==> src/rtl/pc_pkg.sv <==
// Shared op encodings for the program-counter sequencer.
package pc_pkg;

  localparam int OP_W = 3;

  // Codes 5..7 are reserved and execute as OP_NEXT.
  typedef enum logic [OP_W-1:0] {
    OP_NEXT   = 3'd0,
    OP_BRANCH = 3'd1,
    OP_JUMP   = 3'd2,
    OP_CALL   = 3'd3,
    OP_RET    = 3'd4
  } op_e;

endpackage

==> src/rtl/pc_sequencer_if.sv <==
// Control/status bundle between the instruction stream driver and pc_sequencer.
interface pc_sequencer_if #(
  parameter int WIDTH     = 32,
  parameter int RAS_DEPTH = 4
);
  import pc_pkg::*;

  localparam int CW = $clog2(RAS_DEPTH) + 1;

  // advance is a valid-only strobe: the sequencer is always ready, so every
  // cycle with advance=1 executes op exactly once at that rising edge.
  logic             advance;
  logic [OP_W-1:0]  op;
  logic [WIDTH-1:0] target;
  logic [WIDTH-1:0] offset;
  logic             err_clear;
  logic [WIDTH-1:0] pc;
  logic [CW-1:0]    ras_count;
  logic             ras_empty;
  logic             ras_full;
  logic             ovf_err;
  logic             unf_err;

  modport master (
    output advance, op, target, offset, err_clear,
    input  pc, ras_count, ras_empty, ras_full, ovf_err, unf_err
  );

  modport slave (
    input  advance, op, target, offset, err_clear,
    output pc, ras_count, ras_empty, ras_full, ovf_err, unf_err
  );

endinterface

==> src/rtl/ras_stack.sv <==
// Circular return-address stack; a push when full overwrites the oldest entry.
module ras_stack #(
  parameter int WIDTH = 32,
  parameter int DEPTH = 4
) (
  input  logic                       clock,
  input  logic                       reset,
  input  logic                       push,
  input  logic                       pop,
  input  logic [WIDTH-1:0]           push_data,
  output logic [WIDTH-1:0]           pop_data,
  output logic [$clog2(DEPTH):0]     count,
  output logic                       empty,
  output logic                       full
);

  localparam int AW = $clog2(DEPTH);
  localparam int CW = AW + 1;

  logic [WIDTH-1:0] mem [DEPTH];
  logic [AW-1:0]    wp;
  logic [AW-1:0]    rp;

  // wp is the next free slot; since DEPTH is a power of two the pointer wraps
  // naturally, which makes an overflowing push land on the oldest entry.
  assign rp       = wp - 1'b1;
  assign pop_data = mem[rp];
  assign empty    = (count == '0);
  assign full     = (count == CW'(DEPTH));

  always_ff @(posedge clock or posedge reset) begin
    if (reset) begin
      wp    <= '0;
      count <= '0;
    end else if (push) begin
      wp <= wp + 1'b1;
      if (!full) count <= count + 1'b1;
    end else if (pop && !empty) begin
      wp    <= rp;
      count <= count - 1'b1;
    end
  end

  // Entries are unreachable while count is zero, so they carry no reset.
  always_ff @(posedge clock) begin
    if (push) mem[wp] <= push_data;
  end

endmodule

==> src/rtl/pc_sequencer.sv <==
// Program-counter sequencer: pc register, next-pc mux, return stack and sticky errors.
module pc_sequencer
  import pc_pkg::*;
#(
  parameter int               WIDTH        = 32,
  parameter int unsigned      STEP         = 1,
  parameter logic [WIDTH-1:0] RESET_VECTOR = '1,
  parameter int               RAS_DEPTH    = 4
) (
  input  logic                 clock,
  input  logic                 reset,
  pc_sequencer_if.slave        bus
);

  localparam logic [WIDTH-1:0] STEP_W = WIDTH'(STEP);

  logic [WIDTH-1:0] pc_q;
  logic [WIDTH-1:0] pc_next;
  logic [WIDTH-1:0] seq_pc;
  logic [WIDTH-1:0] ret_addr;
  logic             push;
  logic             pop;
  logic             ovf_set;
  logic             unf_set;
  logic             ovf_q;
  logic             unf_q;
  logic             empty;
  logic             full;

  assign seq_pc = pc_q + STEP_W;

  always_comb begin
    pc_next = seq_pc;
    push    = 1'b0;
    pop     = 1'b0;
    unf_set = 1'b0;
    case (bus.op)
      OP_NEXT:   pc_next = seq_pc;
      OP_BRANCH: pc_next = pc_q + bus.offset;
      OP_JUMP:   pc_next = bus.target;
      OP_CALL: begin
        pc_next = bus.target;
        push    = bus.advance;
      end
      OP_RET: begin
        if (empty) begin
          pc_next = seq_pc;
          unf_set = bus.advance;
        end else begin
          pc_next = ret_addr;
          pop     = bus.advance;
        end
      end
      default:   pc_next = seq_pc;
    endcase
  end

  assign ovf_set = push && full;

  ras_stack #(
    .WIDTH (WIDTH),
    .DEPTH (RAS_DEPTH)
  ) u_ras (
    .clock     (clock),
    .reset     (reset),
    .push      (push),
    .pop       (pop),
    .push_data (seq_pc),
    .pop_data  (ret_addr),
    .count     (bus.ras_count),
    .empty     (empty),
    .full      (full)
  );

  always_ff @(posedge clock or posedge reset) begin
    if (reset) begin
      pc_q <= RESET_VECTOR;
    end else if (bus.advance) begin
      pc_q <= pc_next;
    end
  end

  // A new error outranks a simultaneous clear; clearing ignores advance.
  always_ff @(posedge clock or posedge reset) begin
    if (reset) begin
      ovf_q <= 1'b0;
      unf_q <= 1'b0;
    end else begin
      if (ovf_set)            ovf_q <= 1'b1;
      else if (bus.err_clear) ovf_q <= 1'b0;
      if (unf_set)            unf_q <= 1'b1;
      else if (bus.err_clear) unf_q <= 1'b0;
    end
  end

  assign bus.pc        = pc_q;
  assign bus.ras_empty = empty;
  assign bus.ras_full  = full;
  assign bus.ovf_err   = ovf_q;
  assign bus.unf_err   = unf_q;

endmodule

==> src/flat_wrapper.sv <==
// flat-port wrapper written by rule: the top's interface ports become plain ports
module pc_sequencer_flat import pc_pkg::*;
#(
  parameter int               WIDTH        = 32,
  parameter int unsigned      STEP         = 1,
  parameter logic [WIDTH-1:0] RESET_VECTOR = '1,
  parameter int               RAS_DEPTH    = 4
)
  (clock, reset, bus_advance, bus_op, bus_target, bus_offset, bus_err_clear, bus_pc, bus_ras_count, bus_ras_empty, bus_ras_full, bus_ovf_err, bus_unf_err);
  pc_sequencer_if #(.WIDTH(WIDTH), .RAS_DEPTH(RAS_DEPTH)) bus_i ();
  input  logic clock;
  input  logic reset;
  input wire logic [$bits(bus_i.advance)-1:0] bus_advance;
  input wire logic [$bits(bus_i.op)-1:0] bus_op;
  input wire logic [$bits(bus_i.target)-1:0] bus_target;
  input wire logic [$bits(bus_i.offset)-1:0] bus_offset;
  input wire logic [$bits(bus_i.err_clear)-1:0] bus_err_clear;
  output wire logic [$bits(bus_i.pc)-1:0] bus_pc;
  output wire logic [$bits(bus_i.ras_count)-1:0] bus_ras_count;
  output wire logic [$bits(bus_i.ras_empty)-1:0] bus_ras_empty;
  output wire logic [$bits(bus_i.ras_full)-1:0] bus_ras_full;
  output wire logic [$bits(bus_i.ovf_err)-1:0] bus_ovf_err;
  output wire logic [$bits(bus_i.unf_err)-1:0] bus_unf_err;
  assign bus_i.advance = bus_advance;
  assign bus_i.op = bus_op;
  assign bus_i.target = bus_target;
  assign bus_i.offset = bus_offset;
  assign bus_i.err_clear = bus_err_clear;
  assign bus_pc = bus_i.pc;
  assign bus_ras_count = bus_i.ras_count;
  assign bus_ras_empty = bus_i.ras_empty;
  assign bus_ras_full = bus_i.ras_full;
  assign bus_ovf_err = bus_i.ovf_err;
  assign bus_unf_err = bus_i.unf_err;
  pc_sequencer #(.WIDTH(WIDTH), .STEP(STEP), .RESET_VECTOR(RESET_VECTOR), .RAS_DEPTH(RAS_DEPTH)) u_core (.clock(clock), .reset(reset), .bus(bus_i));
endmodule
==> config.mk <==
export PLATFORM = sky130hd
export DESIGN_NAME = pc_sequencer_flat
export DESIGN_NICKNAME = d
export VERILOG_FILES = /design/src/rtl/pc_pkg.sv /design/src/rtl/pc_sequencer_if.sv /design/src/rtl/ras_stack.sv /design/src/rtl/pc_sequencer.sv /design/src/flat_wrapper.sv
export SDC_FILE = /design/constraint.sdc
export NUM_CORES = 1
export LEC_CHECK = 0
export BUFFER_PORTS_ARGS = -buffer_cell sky130_fd_sc_hd__buf_2
export CAP_MARGIN = 20
export CELL_PAD_IN_SITES_DETAIL_PLACEMENT = 1
export CELL_PAD_IN_SITES_GLOBAL_PLACEMENT = 1
export CORE_MARGIN = 3
export CORE_UTILIZATION = 43
export DETAILED_ROUTE_END_ITERATION = 8
export PLACE_DENSITY = 0.76
export SYNTH_ARGS = -nofsm -noshare
export SYNTH_HDL_FRONTEND = slang
export SYNTH_SLANG_ARGS = --single-unit
==> constraint.sdc <==
create_clock -name clock -period 3.25 [get_ports clock]
set_clock_uncertainty 0.1 [all_clocks]
set_input_delay 0.65 -clock clock [delete_from_list [all_inputs] [get_ports clock]]
set_output_delay 0.65 -clock clock [all_outputs]
set_load 0.03 [all_outputs]
==> results of run 1 <==
-- cells by family after synthesis --
family / after synthesis
AOI/OAI and AO/OA: 223
xor gates and xnor gates: 56
adders and majority gates: 38
buffers and inverters: 69
DFF: 167
muxes: 40
and+or+nand+nor: 238
-- area by class of cell --
type | instances | area share (%)
sequential | 167 | 42.0
timing repair buffer | 178 | 9.94
clock inverter | 12 | 1.21
clock buffer | 20 | 4.03
multi-input combinational | 595 | 39.0
inverter | 26 | 0.843
tap | 280 | 3.03
-- stage by stage --
step	std cells	util [%]	power (W)
after floorplan	831	-	0.00580
after global placement	1245	49.9	0.00710
after detailed placement	1245	49.9	0.00722
after CTS	1277	52.7	0.00933
after global routing	1278	52.9	0.00982
final	1278	52.9	0.00933
-- routing by layer --
| metal | GRT usage [%] | routed length [um] | vias up |
|---|---|---|---|
| li1 | - | - | 3506 |
| met1 | 34.7 | 13000 | 4058 |
| met2 | 44.3 | 15600 | 310 |
| met3 | 3.80 | 1910 | 53 |
| met4 | 7.21 | 641 | 0 |
| met5 | 0 | 0 | - |
-- power groups by stage --
stage / clock [W] / combinational, W / sequential (W)
detailed placement: 0 / 0.00410 / 0.00312
finish: 0.00210 / 0.00414 / 0.00309
floorplan: 0 / 0.00249 / 0.00332
global placement: 0 / 0.00399 / 0.00311
global route: 0.00220 / 0.00449 / 0.00312
CTS: 0.00211 / 0.00414 / 0.00308
-- worst max-delay path: stages, from the launching register on --
cell and delay (ns):
dfstp_2 0.59, ha_1 0.21, inv_1 0.07, fa_1 0.43
nor2b_4 0.14, o2111a_1 0.29, o21ai_2 0.08, nand2_1 0.13
a41o_2 0.27, a221oi_2 0.09, or4_1 0.40, a31oi_1 0.18
-- sequential cells by signal, indices dropped and copies added, names as in the netlist --
register,flops
u_core.bus.unf_err,1
u_core.u_ras.count,3
u_core.bus.pc,32
u_core.u_ras.wp,2
u_core.u_ras.mem,128
u_core.bus.ovf_err,1
-- synthesized netlist by cell type (5+ instances only) --
master | instances | area (um2)
a21oi_1 | 61 | 305
edfxtp_1 | 128 | 3840
nand4_1 | 11 | 68.8
dfrtp_1 | 7 | 175
xor2_1 | 15 | 131
a211oi_1 | 8 | 60.1
o21bai_1 | 5 | 37.5
nand2b_1 | 7 | 43.8
and2_1 | 5 | 31.3
o211ai_1 | 5 | 37.5
a221oi_1 | 16 | 140
clkbuf_1 | 28 | 105
a21o_1 | 13 | 97.6
o21ai_0 | 39 | 195
nor2_1 | 69 | 259
a221o_1 | 11 | 110
and3_1 | 11 | 68.8
dfstp_2 | 32 | 841
nor3_1 | 10 | 50.1
a31oi_1 | 5 | 31.3
o22ai_1 | 8 | 50.1
buf_2 | 10 | 50.1
nand3_1 | 29 | 145
ha_1 | 36 | 450
a22oi_1 | 5 | 37.5
mux2i_1 | 7 | 70.1
inv_1 | 25 | 93.8
nand2_1 | 69 | 259
o21a_1 | 8 | 60.1
xnor2_1 | 41 | 359
mux4_2 | 32 | 721
-- worst paths after layout --
check                              startpoint                  to  slack, ns  cells past startpoint
max                          u_core.bus.pc[0]   u_core.bus.pc[30]       0.21                     11
max reg2reg                  u_core.bus.pc[0]   u_core.bus.pc[30]       0.21                     11
min                                     reset    u_core.bus.pc[8]       0.15                      2
min in group clock         u_core.bus.ovf_err  u_core.bus.ovf_err       0.41                      1
max in group asynchronous               reset    u_core.bus.pc[0]       2.37                      4
min reg2reg                u_core.bus.ovf_err  u_core.bus.ovf_err       0.41                      1
-- what timing repair did --
action,in CTS,in global routing
gates resized for setup,0,5
setup endpoints to repair,0,6
hold buffers,0,0
==> flow_summary.json, run 1 <==
{
  "outcome": "finished, final reports clean",
  "cell_internal_pwr_w": 0.00569,
  "critical_path.startpoint_type": "flop",
  "finalWorstSetupSlack_ns": 0.205,
  "insertedDiodeCount": 0,
  "yosys.area_share.simple_pct": 12.1,
  "rsz_0062_raised_after_global_routing": "false",
  "synthesis.yosys.warnings": 0,
  "finalHoldViolCount": 0,
  "sequential_cell_area_mm2": 0.00486,
  "achievable-frequency_mhz": 328,
  "area_delta_synth_final_pct": 20.3,
  "final.setup.tns_ns": 0,
  "synth-async-reset-ratio_pct": 23.4,
  "mostFrequentLayoutCells": "128 x edfxtp_1, 109 x buf_2, 69 x nor2_1",
  "global_route.overflow_total": 0,
  "final_period_minus_worst_setup_slack_ns": 3.04,
  "synth.net_count": 940,
  "ctsRootBufferMaster": "clkbuf_16",
  "routed_wl_um": 31200,
  "detail_route.iter0.violations": 650,
  "vdd_drop_max_v": 0.000456,
  "layout.cells.most_common": "edfxtp_1",
  "routed-via-count": 7927,
  "tritoncts.num_buffers": 17,
  "multi_input_logic_area_mm2": 0.00451,
  "synth_mux_area_share_pct": 8.33,
  "preCtsSetupSlack_ns": -0.0105,
  "detail_route.wl_per_cell_um": 24.4,
  "place_hpwl_um": 22500,
  "tritoncts_clock_tree": "yes",
  "whs_ns": 0.148,
  "synth.avg_cell_area_um2": 11.6,
  "cp_max_fo": 4,
  "postCtsSetupBuffers": 0,
  "clk_pin_slew_worst_paths_ns": 0.07,
  "setup.worst_path.class": "flop to flop",
  "netlist-cell-type-count": 81,
  "largest_net_degree_at_the_start_of_global_routing": 36,
  "drc_errors_left": 0,
  "worst_skew_pair.late_latency_ns": 0.44,
  "fillerInstances": 2368,
  "pwr_density_cell_mw_per_mm2": 806,
  "drtAntennaViolNets": 0,
  "static_leakage_nw": 4.43,
  "fp.coreArea_mm2": 0.0219,
  "grt_pass1_vias": 8214,
  "seqPwrFrac_pct": 33.1,
  "synth_top_family_by_area": "compound AO/OA/AOI/OAI gates",
  "timing.critical_path.arrival_ns": 3.31,
  "post_route_clock_period_utilization_pct": 93.7,
  "floorplan.initialDensity_pct": 44.0,
  "synth_xor_xnor_area_share_pct": 5.10,
  "buffer_ports.inserted": 109,
  "drt-pass1-iter-count": 5,
  "syn_inst": 831,
  "synth_compound_area_share_pct": 15.9,
  "placementRows": 54,
  "layout.cell_area.non_filler_mm2": 0.0116,
  "grt_antenna_before_repair": 0,
  "timing.critical_path.required_ns": 3.52,
  "timing.slew.headroom_pct": 60.6,
  "slew_violations": 0,
  "predominant_post_synthesis_flop_cell": "edfxtp_1",
  "worst_setup_path_end_kind": "flop",
  "tritoncts_num_sinks": 167,
  "ys_seq_area_share_pct": 50.5,
  "clk_path_buf_depth": 2,
  "globalplace.congestion": 0.894,
  "die_h_um": 156,
  "synth-seq-cells": 167,
  "switching_power_w": 0.00364,
  "drive_gt1_share_pct": 30.3,
  "fp.dieArea_mm2": 0.0242,
  "worst_slew_pin_slew_ns": 0.587,
  "maxCapViolCount": 0,
  "finalSetupViolCount": 0,
  "post_dp_cell_area_mm2": 0.0109,
  "die-width_um": 156,
  "net_count_reported_at_finish": 1094,
  "global_route_usage_sum_pct": 25.9,
  "power_switching_share_pct": 39.0,
  "count_of_flip_flops_with_a_built_in_enable_after_synthesis": 128,
  "synth-adder-area-share_pct": 5.10,
  "synthesis.area_mm2": 0.00963,
  "ioPinCount": 110,
  "route.detailed.vias_per_inst": 6.20,
  "combPwrFrac_pct": 44.4,
  "power.share.clock_pct": 22.5,
  "timing.hold.worst.class": "primary input to async pin",
  "first_pass_grt_wire_length_um": 48200,
  "htreeDepth": 4
}
Power figures use the tool's default switching activity.
==> run 2, diff against run 1 <==
--- a/config.mk
+++ b/config.mk
@@ -12,6 +12,7 @@
 export CORE_MARGIN = 3
 export CORE_UTILIZATION = 43
 export DETAILED_ROUTE_END_ITERATION = 8
+export GPL_TIMING_DRIVEN = 0
 export PLACE_DENSITY = 0.76
 export SYNTH_ARGS = -nofsm -noshare
 export SYNTH_HDL_FRONTEND = slang
==> flow_summary.json, run 2 (synthesized netlist as in run 1, its figures left out) <==
{
  "insertedDiodeCount": 0,
  "post_dp_cell_area_mm2": 0.0106,
  "global_route.overflow_total": 0,
  "timing.critical_path.arrival_ns": 3.36,
  "tritoncts_clock_tree": "yes",
  "mostFrequentLayoutCells": "128 x edfxtp_1, 112 x buf_2, 68 x nand2_1, 68 x nor2_1, 61 x a21oi_1",
  "net_count_reported_at_finish": 1065,
  "switching_power_w": 0.00367,
  "tritoncts.num_buffers": 17,
  "timing.slew.headroom_pct": 32.9,
  "globalplace.congestion": 0.878,
  "worstReg2RegEnd": "u_core.bus.pc[27]",
  "worst_path_largest_cell_delay_ns": 0.38,
  "power_switching_share_pct": 39.2,
  "detail_route.iter0.violations": 642,
  "post-place-cells": 1219,
  "ctsRootBufferMaster": "clkbuf_16",
  "achievable-frequency_mhz": 321,
  "post_route_clock_period_utilization_pct": 95.8,
  "global_route_usage_sum_pct": 26.7,
  "top_reg_by_flops": "u_core.u_ras.mem",
  "worst_slew_pin_slew_ns": 1.01,
  "drt-pass1-iter-count": 5,
  "finalSetupViolCount": 0,
  "seqPwrFrac_pct": 33.3,
  "fillerInstances": 2375,
  "path_buf_inv": 6,
  "critPathSlowestCell": "dfrtp_1",
  "crit_reg_reg_startpoint": "u_core.u_ras.wp[0]",
  "cp_max_fo": 10,
  "fp.coreArea_mm2": 0.0219,
  "largest_register_ffs": 128,
  "grt_pass1_vias": 7970,
  "area_delta_synth_final_pct": 17.5,
  "number_of_cells_on_the_worst_reg_to_reg_path": 12,
  "fp.dieArea_mm2": 0.0242,
  "minimum_setup_slack_among_reg_to_reg_paths_ns": 0.14,
  "setup.worst_path.class": "flop to flop",
  "critical-path-top-delay-family": "buffers and inverters",
  "routed-via-count": 7826,
  "cts_hold_buffers": 0,
  "largest_net_degree_at_the_start_of_global_routing": 33,
  "timing.critical_path.cells": "buf_4 -> buf_8 -> buf_6 -> inv_1 -> ha_4 -> clkbuf_8 -> buf_4 -> mux4_2 -> a22oi_2 -> o31ai_1 -> a22oi_2 -> o21ai_0",
  "worst_setup_path_end_kind": "flop",
  "drc_errors_left": 0,
  "die_h_um": 156,
  "power.share.clock_pct": 23.1,
  "layout.cells.most_common": "edfxtp_1",
  "combPwrFrac_pct": 43.6,
  "worst_skew_pair.late_latency_ns": 0.43,
  "placementRows": 54,
  "die-width_um": 156,
  "pwr_density_cell_mw_per_mm2": 827,
  "slew_violations": 0,
  "vdd_drop_max_v": 0.000408,
  "clk_pin_slew_worst_paths_ns": 0.06,
  "first_pass_grt_wire_length_um": 48500,
  "cell_internal_pwr_w": 0.00568,
  "drtAntennaViolNets": 0,
  "critical_path.startpoint_type": "flop",
  "htreeDepth": 4,
  "clk_path_buf_depth": 2,
  "routed_wl_um": 32100,
  "worst-path-stages": 12,
  "grt_antenna_before_repair": 0,
  "number_of_standard_cells_in_the_layout_taps_in_and_fillers_out": 1249,
  "route.detailed.vias_per_inst": 6.27,
  "maxCapViolCount": 0,
  "finalHoldViolCount": 0,
  "buffer_ports.inserted": 105,
  "place_hpwl_um": 23300,
  "static_leakage_nw": 4.21,
  "timing.hold.worst.class": "primary input to async pin",
  "ioPinCount": 110,
  "layout.cell_area.non_filler_mm2": 0.0113,
  "floorplan.initialDensity_pct": 44.0,
  "timing.critical_path.required_ns": 3.50,
  "final_period_minus_worst_setup_slack_ns": 3.11,
  "detail_route.wl_per_cell_um": 25.7,
  "outcome": "finished, final reports clean",
  "drive_gt1_share_pct": 26.4,
  "tritoncts_num_sinks": 167
}
## run 2: cell count changes in the layout (fill, tap and decap cells not counted), sizes merged
cell | before | now
buf | 178 | 123
bufinv | 2 | 4
inv | 29 | 25
clkinvlp | 3 | 1
clkbuf | 20 | 48
clkinv | 4 | 6
## run 2: routing by layer
layer	global-route usage, %	vias to the layer above	routed length [um]	part of all wire, %
met5	0	-	0	0
met4	9.05	0	1000	3.1
met3	5.05	61	2190	6.8
met2	43.9	353	15500	48
met1	36.0	3957	13500	42
li1	-	3455	-	-
## run 2: worst reg2reg max path: stages (launching register included)
cell      delay, ns
dfrtp_1        0.38
buf_4          0.21
buf_8          0.20
buf_6          0.21
inv_1          0.12
ha_4           0.34
clkbuf_8       0.22
buf_4          0.23
mux4_2         0.33
a22oi_2        0.20
o31ai_1        0.13
a22oi_2        0.23
o21ai_0        0.13
## run 2: how the worst max path moves through the flow
| stage | slack, ns | end | from |
|---|---|---|---|
| 2_1_floorplan | 0.09 | u_core.bus.pc[24] | u_core.u_ras.wp[0] |
| 3_3_place_gp | -0.96 | u_core.bus.pc[27] | u_core.u_ras.wp[0] |
| 3_5_place_dp | -1.10 | u_core.bus.pc[27] | u_core.u_ras.wp[0] |
| 4_1_cts | 0.03 | u_core.bus.pc[31] | u_core.bus.pc[14] |
| 5_1_grt | -0.02 | u_core.bus.pc[29] | u_core.bus.pc[3] |
| 6_report | 0.14 | u_core.bus.pc[27] | u_core.u_ras.wp[0] |
## run 2: what timing repair did
action | 4_1_cts | 5_1_grt
gates resized for setup | 18 | 14
pin swaps | 0 | 1
buffers inserted | 0 | 1
setup endpoints to repair | 33 | 10
## run 2: power groups by stage
| stage | combinational (W) | clock, W | sequential [W] |
|---|---|---|---|
| global placement | 0.00378 | 0 | 0.00312 |
| finish | 0.00408 | 0.00216 | 0.00312 |
| detailed placement | 0.00389 | 0 | 0.00313 |
| CTS | 0.00404 | 0.00217 | 0.00310 |
| global route | 0.00439 | 0.00226 | 0.00315 |
| floorplan | 0.00249 | 0 | 0.00332 |
## run 2: area by class of cell
| class | instances | area [um2] | area share [%] |
|---|---|---|---|
| clock buffers | 22 | 464 | 4.10 |
| plain buffers | 40 | 209 | 1.85 |
| clock inverters | 10 | 151 | 1.34 |
| multi-input cells | 595 | 4590 | 40.5 |
| well taps | 280 | 350 | 3.10 |
| repair buffers | 109 | 593 | 5.24 |
| inverters | 26 | 97.6 | 0.863 |
| flip-flops and latches | 167 | 4860 | 43.0 |
## run 2: through the flow
step	hold slack (ns)	setup TNS [ns]	utilization, %	power [W]	setup slack (ns)
finish	0.352	0	51.7	0.00935	0.138
global route	0.358	-0.0199	51.7	0.00981	-0.0199
CTS	0.343	0	51.4	0.00931	0.0316
detailed placement	0.394	-21.58	48.3	0.00702	-1.10
global placement	0.390	-84.40	48.0	0.00691	-0.962
floorplan	0.467	0	-	0.00580	0.0932
